## src/rtl/perm_blk_fifo_if.sv

```systemverilog
// Word-stream handshake bundle between the NoC side and the permutation block.
// The FIFO connects through the slave modport; its environment uses the master modport.
interface perm_blk_fifo_if #(
    parameter int W     = 64,
    parameter int DEPTH = 2
) ();
    localparam int CW = $clog2(DEPTH + 1);

    logic          pushin;
    logic          firstin;
    logic [W-1:0]  din;
    logic          stopin;
    logic          pushout;
    logic          firstout;
    logic [W-1:0]  dout;
    logic          stopout;
    logic [CW-1:0] blk_cnt;
    logic          err_frame;

    modport slave (
        input  pushin, firstin, din, stopout,
        output stopin, pushout, firstout, dout, blk_cnt, err_frame
    );

    modport master (
        output pushin, firstin, din, stopout,
        input  stopin, pushout, firstout, dout, blk_cnt, err_frame
    );
endinterface

```

## src/rtl/perm_blk_fifo.sv

```systemverilog
// Block-framed FIFO: buffers up to DEPTH blocks of WORDS words and recovers from framing errors.
// Optional cut-through streams the block currently being written.
module perm_blk_fifo #(
    parameter int W           = 64,
    parameter int WORDS       = 25,
    parameter int DEPTH       = 2,
    parameter int CUT_THROUGH = 0
) (
    input  logic           clk,
    input  logic           reset,
    perm_blk_fifo_if.slave bus
);
    localparam int SW = (DEPTH > 1) ? $clog2(DEPTH) : 1;
    localparam int IW = $clog2(WORDS);
    localparam int NW = DEPTH * WORDS;
    localparam int AW = (NW > 1) ? $clog2(NW) : 1;
    localparam int CW = $clog2(DEPTH + 1);

    localparam logic [IW-1:0] LAST_IX   = IW'(WORDS - 1);
    localparam logic [SW-1:0] LAST_SLOT = SW'(DEPTH - 1);
    localparam logic [CW-1:0] FULL_CNT  = CW'(DEPTH);

    logic [W-1:0]  mem_q [NW];

    logic [SW-1:0] wslot_q, wslot_d;
    logic [SW-1:0] rslot_q, rslot_d;
    logic [IW-1:0] wix_q, wix_d;
    logic [IW-1:0] rix_q, rix_d;
    logic [CW-1:0] blk_cnt_q, blk_cnt_d;
    logic          err_q, err_d;

    logic          full;
    logic          ct_live;
    logic          out_valid;
    logic          wr_fire;
    logic          wr_store;
    logic          discard;
    logic          commit;
    logic          rd_fire;
    logic          rd_last;
    logic [IW-1:0] wr_ix;
    logic [AW-1:0] waddr;
    logic [AW-1:0] raddr;

    // NOTE: every signal assigned in always_comb gets a default first, so no path can infer a latch.
    always_comb begin
        full      = (blk_cnt_q == FULL_CNT);
        ct_live   = (CUT_THROUGH != 0) && (blk_cnt_q == '0) && (rslot_q == wslot_q);
        out_valid = (blk_cnt_q != '0) || (ct_live && (rix_q < wix_q));

        wr_fire   = bus.pushin && !full;
        wr_store  = wr_fire && (bus.firstin || (wix_q != '0));
        discard   = wr_fire && bus.firstin && (wix_q != '0);
        err_d     = discard || (wr_fire && !bus.firstin && (wix_q == '0));
        wr_ix     = bus.firstin ? '0 : wix_q;
        commit    = wr_store && (wr_ix == LAST_IX);

        rd_fire   = out_valid && !bus.stopout;
        rd_last   = rd_fire && (rix_q == LAST_IX);

        waddr     = AW'(wslot_q) * AW'(WORDS) + AW'(wr_ix);
        raddr     = AW'(rslot_q) * AW'(WORDS) + AW'(rix_q);
    end

    always_comb begin
        wslot_d   = wslot_q;
        rslot_d   = rslot_q;
        wix_d     = wix_q;
        rix_d     = rix_q;
        blk_cnt_d = blk_cnt_q;

        if (wr_store) begin
            wix_d = commit ? '0 : wr_ix + 1'b1;
        end
        if (commit) begin
            wslot_d = (wslot_q == LAST_SLOT) ? '0 : wslot_q + 1'b1;
        end

        if (rd_fire) begin
            rix_d = rd_last ? '0 : rix_q + 1'b1;
        end
        // A restarted in-progress block is re-emitted from word 0 with a fresh firstout.
        if (discard && ct_live) begin
            rix_d = '0;
        end
        // The last word only becomes readable after its block commits, so this read always frees a slot.
        if (rd_last) begin
            rslot_d = (rslot_q == LAST_SLOT) ? '0 : rslot_q + 1'b1;
        end

        case ({commit, rd_last})
            2'b10:   blk_cnt_d = blk_cnt_q + 1'b1;
            2'b01:   blk_cnt_d = blk_cnt_q - 1'b1;
            default: blk_cnt_d = blk_cnt_q;
        endcase
    end

    // NOTE: storage has no reset; words are only exposed behind out_valid, which reset clears.
    always_ff @(posedge clk) begin
        if (wr_store) begin
            mem_q[waddr] <= bus.din;
        end
    end

    // NOTE: state flops use non-blocking assignments so every register samples pre-edge values.
    always_ff @(posedge clk or negedge reset) begin
        if (!reset) begin
            wslot_q   <= '0;
            rslot_q   <= '0;
            wix_q     <= '0;
            rix_q     <= '0;
            blk_cnt_q <= '0;
            err_q     <= 1'b0;
        end else begin
            wslot_q   <= wslot_d;
            rslot_q   <= rslot_d;
            wix_q     <= wix_d;
            rix_q     <= rix_d;
            blk_cnt_q <= blk_cnt_d;
            err_q     <= err_d;
        end
    end

    assign bus.stopin    = full;
    assign bus.pushout   = out_valid;
    assign bus.firstout  = out_valid && (rix_q == '0);
    assign bus.dout      = out_valid ? mem_q[raddr] : '0;
    assign bus.blk_cnt   = blk_cnt_q;
    assign bus.err_frame = err_q;
endmodule

```

## src/flat_wrapper.sv

```systemverilog
// flat-port wrapper written by rule: the top's interface ports become plain ports
module perm_blk_fifo_flat 
#(
    parameter int W           = 64,
    parameter int WORDS       = 25,
    parameter int DEPTH       = 2,
    parameter int CUT_THROUGH = 0
)
  (clk, reset, bus_pushin, bus_firstin, bus_din, bus_stopout, bus_stopin, bus_pushout, bus_firstout, bus_dout, bus_blk_cnt, bus_err_frame);
  perm_blk_fifo_if #(.W(W), .DEPTH(DEPTH)) bus_i ();
  input  logic clk;
  input  logic reset;
  input wire logic [$bits(bus_i.pushin)-1:0] bus_pushin;
  input wire logic [$bits(bus_i.firstin)-1:0] bus_firstin;
  input wire logic [$bits(bus_i.din)-1:0] bus_din;
  input wire logic [$bits(bus_i.stopout)-1:0] bus_stopout;
  output wire logic [$bits(bus_i.stopin)-1:0] bus_stopin;
  output wire logic [$bits(bus_i.pushout)-1:0] bus_pushout;
  output wire logic [$bits(bus_i.firstout)-1:0] bus_firstout;
  output wire logic [$bits(bus_i.dout)-1:0] bus_dout;
  output wire logic [$bits(bus_i.blk_cnt)-1:0] bus_blk_cnt;
  output wire logic [$bits(bus_i.err_frame)-1:0] bus_err_frame;
  assign bus_i.pushin = bus_pushin;
  assign bus_i.firstin = bus_firstin;
  assign bus_i.din = bus_din;
  assign bus_i.stopout = bus_stopout;
  assign bus_stopin = bus_i.stopin;
  assign bus_pushout = bus_i.pushout;
  assign bus_firstout = bus_i.firstout;
  assign bus_dout = bus_i.dout;
  assign bus_blk_cnt = bus_i.blk_cnt;
  assign bus_err_frame = bus_i.err_frame;
  perm_blk_fifo #(.W(W), .WORDS(WORDS), .DEPTH(DEPTH), .CUT_THROUGH(CUT_THROUGH)) u_core (.clk(clk), .reset(reset), .bus(bus_i));
endmodule
```

## config.mk

```make
export PLATFORM = sky130hd
export DESIGN_NAME = perm_blk_fifo_flat
export DESIGN_NICKNAME = d
export VERILOG_FILES = /design/src/rtl/perm_blk_fifo_if.sv /design/src/rtl/perm_blk_fifo.sv /design/src/flat_wrapper.sv
export SDC_FILE = /design/constraint.sdc
export NUM_CORES = 2
export LEC_CHECK = 0
export CAP_MARGIN = 20
export CORE_MARGIN = 2
export CORE_UTILIZATION = 32
export CTS_BUF_LIST = sky130_fd_sc_hd__clkbuf_2 sky130_fd_sc_hd__clkbuf_4 sky130_fd_sc_hd__clkbuf_8
export DETAILED_ROUTE_END_ITERATION = 7
export PLACE_DENSITY = 0.53
export SLEW_MARGIN = 40
export SYNTH_ARGS = -nofsm -noshare
export SYNTH_HDL_FRONTEND = slang
export SYNTH_SLANG_ARGS = --single-unit
```

## constraint.sdc

```tcl
create_clock -name clk -period 5.2 [get_ports clk]
set_clock_uncertainty 0.15 [all_clocks]
set_input_delay 0.78 -clock clk [delete_from_list [all_inputs] [get_ports clk]]
set_output_delay 0.78 -clock clk [all_outputs]
set_load 0.02 [all_outputs]
```

==> flow_summary.ini <==
[status]
status = complete, no violations

[clocking]
clkSinkCount = 3215
cts_tree = done
root_buffer = clkbuf_8
worstSkewPairLatency_ns = 1.01
clk_pin_slew_ns = 0.05
htree_levels = 6
numCtsBuffers = 527
cts_buffer_depth = 4

[synth]
synthCells = 5525
yosysSeqAreaShare = 0.785
synth-seq-cells = 3215
synth_ff_type = edfxtp_1
synthDistinctLibCells = 47
yosys-top-cells-area = edfxtp_1, mux4_2, nand2_1
syn_area_mm2 = 0.123
yosys.area.top_type = edfxtp_1
ys_warn_count = 0
syn_nets = 5605
synthArstFlopShare = 0.00467
synth_top_cell_area_share = 0.782
avgSynthCellArea_um2 = 22.2
synth-edff-count = 3200

[die]
die_area_mm2 = 0.389
rows = 227
core_area_mm2 = 0.382
io_pins = 139
initial_utilization = 0.321
die_h_um = 624
die_w_um = 624

[route]
ant_nets = 0
drcViolationCount = 0
routed_via_density = 5.40
drt_iter0_markers = 7094
wl_per_cell_um = 31.6
drtPass1Iterations = 5
route.vias.total = 63200
wirelength_um = 369000

[sta]
fin_crit_sh = 0.981
fmax_mhz = 196
setup_viol = 0
slew_viol_final = 0
worstMarginPinSlew_ns = 0.874
min_period_ns = 5.10
finalHoldViolations = 0
relSlewSlack = 0.417

[global_routing]
overflow = 0
grt_pass1_wl_um = 510000
grt_antenna_before_repair = 10
grt_max_degree = 59
first_global_vias = 64800
grt.total_usage = 0.186

[power_and_ir_drop]
p_per_area_mw_per_mm2 = 641
leakage_uw = 0.0459
peakVddDrop_mv = 0.987

[job]
drv_cap = 0

[worst_setup_path]
worst_setup_path_start_kind = register
critPathCaptureType = output pin
crit_arrival_ns = 4.17
critPathMaxFanout = 31
crit_required_ns = 4.27
timing_worst_setup_path_type = register to output pin

[cells_and_area]
layout-drive-gt1-share = 0.319
finish.utilization = 0.381
area_growth_pct = 18.6
fin_area_mm2 = 0.146
nNetsFinal = 6359

[place]
dp_hpwl_um = 187000
placed_area_mm2 = 0.134
io_buffers = 138
finalWeightedCongestion = 0.739

[min_path]
hold_path_class = register to register
[power breakdown]
group / internal (µW) / switching, µW
combinational: 19000 / 24200
clock: 11300 / 10000
sequential: 28800 / 117
[flip-flops by register name (all words and copies together) (netlist names)]
signal / count
u_core.bus.blk_cnt: 2
u_core.wix_q: 5
u_core.rslot_q: 1
u_core.mem_q: 3200
u_core.rix_q: 5
u_core.bus.err_frame: 1
u_core.wslot_q: 1
[synthesized netlist by cell type (2+ instances only)]
cell and number:
nor2_1 72, a32oi_1 180, buf_1 18, edfxtp_1 3200, nor2b_1 6, a211oi_1 2, o21ai_0 9, xnor2_1 10
buf_2 110, nand3_1 26, mux2i_1 182, and2_1 4, xor2_1 8, clkbuf_1 170, buf_4 15, nand3b_1 4
ha_1 11, mux4_2 772, nand2_1 537, inv_1 6, nor3_1 3, xnor2_2 3, or2_2 2, a41o_1 3
a21oi_1 7, a32o_1 60, a31oi_1 69, dfrtp_1 15, and3_1 3
[layout by cell type (no fill, tap or decap), types with 39 or more instances in the layout]
| cell type | netlist | routed |
|---|---|---|
| mux2i_1 | 182 | 169 |
| buf_4 | 15 | 215 |
| a32o_1 | 60 | 43 |
| mux4_2 | 772 | 772 |
| clkinv_2 | 0 | 39 |
| edfxtp_1 | 3200 | 3200 |
| a31oi_1 | 69 | 68 |
| buf_12 | 0 | 135 |
| a32oi_1 | 180 | 173 |
| clkbuf_4 | 0 | 182 |
| nor2_4 | 0 | 55 |
| clkinv_1 | 0 | 98 |
| clkbuf_8 | 0 | 542 |
| clkdlybuf4s50_1 | 0 | 75 |
| nand2_1 | 537 | 537 |
[layout make-up]
class | instances | area, µm²
Sequential cell | 3215 | 96500
Tap cell | 5038 | 6300
Multi-Input combinational cell | 1991 | 25700
Clock inverter | 180 | 1080
Fill cell | 34600 | 237000
Timing Repair Buffer | 538 | 7210
Clock buffer | 724 | 8830
Inverter | 6 | 22.5
Antenna cell | 5 | 12.5
[per-layer routing]
layer / routed length [µm] / global-route usage
met1: 156000 / 0.257
met2: 181000 / 0.307
met3: 24400 / 0.0273
met4: 8840 / 0.0487
met5: 0 / 0
[repair_timing]
| item | in CTS | in global routing |
|---|---|---|
| setup endpoints to repair | 64 | 7 |
| resized for setup | 161 | 13 |
| hold buffers | 1 | 0 |
| gates cloned | 24 | 2 |
| setup buffers | 32 | 5 |
| pin swaps | 7 | 0 |
| hold endpoints to repair | 15 | 0 |
[path summary, 6_finish.rpt]
path	cells after the start	end	startpoint	slack [ns]
worst max-delay path	10	bus_dout[60]	u_core.rix_q[0]	0.1
worst min-delay path	1	u_core.rslot_q	u_core.rslot_q	0.41
worst max register to register	10	u_core.mem_q[43][48]	u_core.wix_q[0]	1.41
worst min register to register	1	u_core.rslot_q	u_core.rslot_q	0.41
max in group asynchronous	2	u_core.rslot_q	reset	3.72
min in group asynchronous	2	u_core.rix_q[4]	reset	0.64
[cell families (layout without fill, tap and decap cells)]
logic type,after synthesis,after routing,synth area share
AO/OA/AOI/OAI,339,339,0.0229
XOR/XNOR,22,22,0.00181
adder cells (fa/ha/maj),12,12,0.00120
buffers and inverters,319,1448,0.0113
flip-flops,3215,3215,0.785
multiplexers,954,954,0.156
other,0,5,0
AND/OR/NAND/NOR,664,664,0.0212
[worst max-delay path, stage by stage (launching register included)]
cell,delay [ns]
dfrtp_1,0.46
ha_4,0.21
ha_4,0.21
a31oi_4,0.28
xor2_2,0.28
buf_4,0.22
nor2_4,0.06
buf_12,0.19
a32oi_1,0.28
a32o_1,0.27
clkdlybuf4s50_1,0.63
[metrics by stage]
stage / instances / power (µW) / TNS, ns / hold WS, ns / setup WS (ns)
after detailed placement: 10700 / 70100 / 0 / 0.410 / 0.477
after global placement: 10700 / 70100 / 0 / 0.409 / 0.420
after global routing: 11700 / 97200 / -0.000598 / 0.429 / -0.000598
after floorplan: 5525 / 53500 / -1872.63 / 0.334 / -0.757
after CTS: 11700 / 94400 / -0.567 / 0.299 / -0.229
final: 11700 / 93400 / 0 / 0.412 / 0.0971
Power figures use the tool's default switching activity.
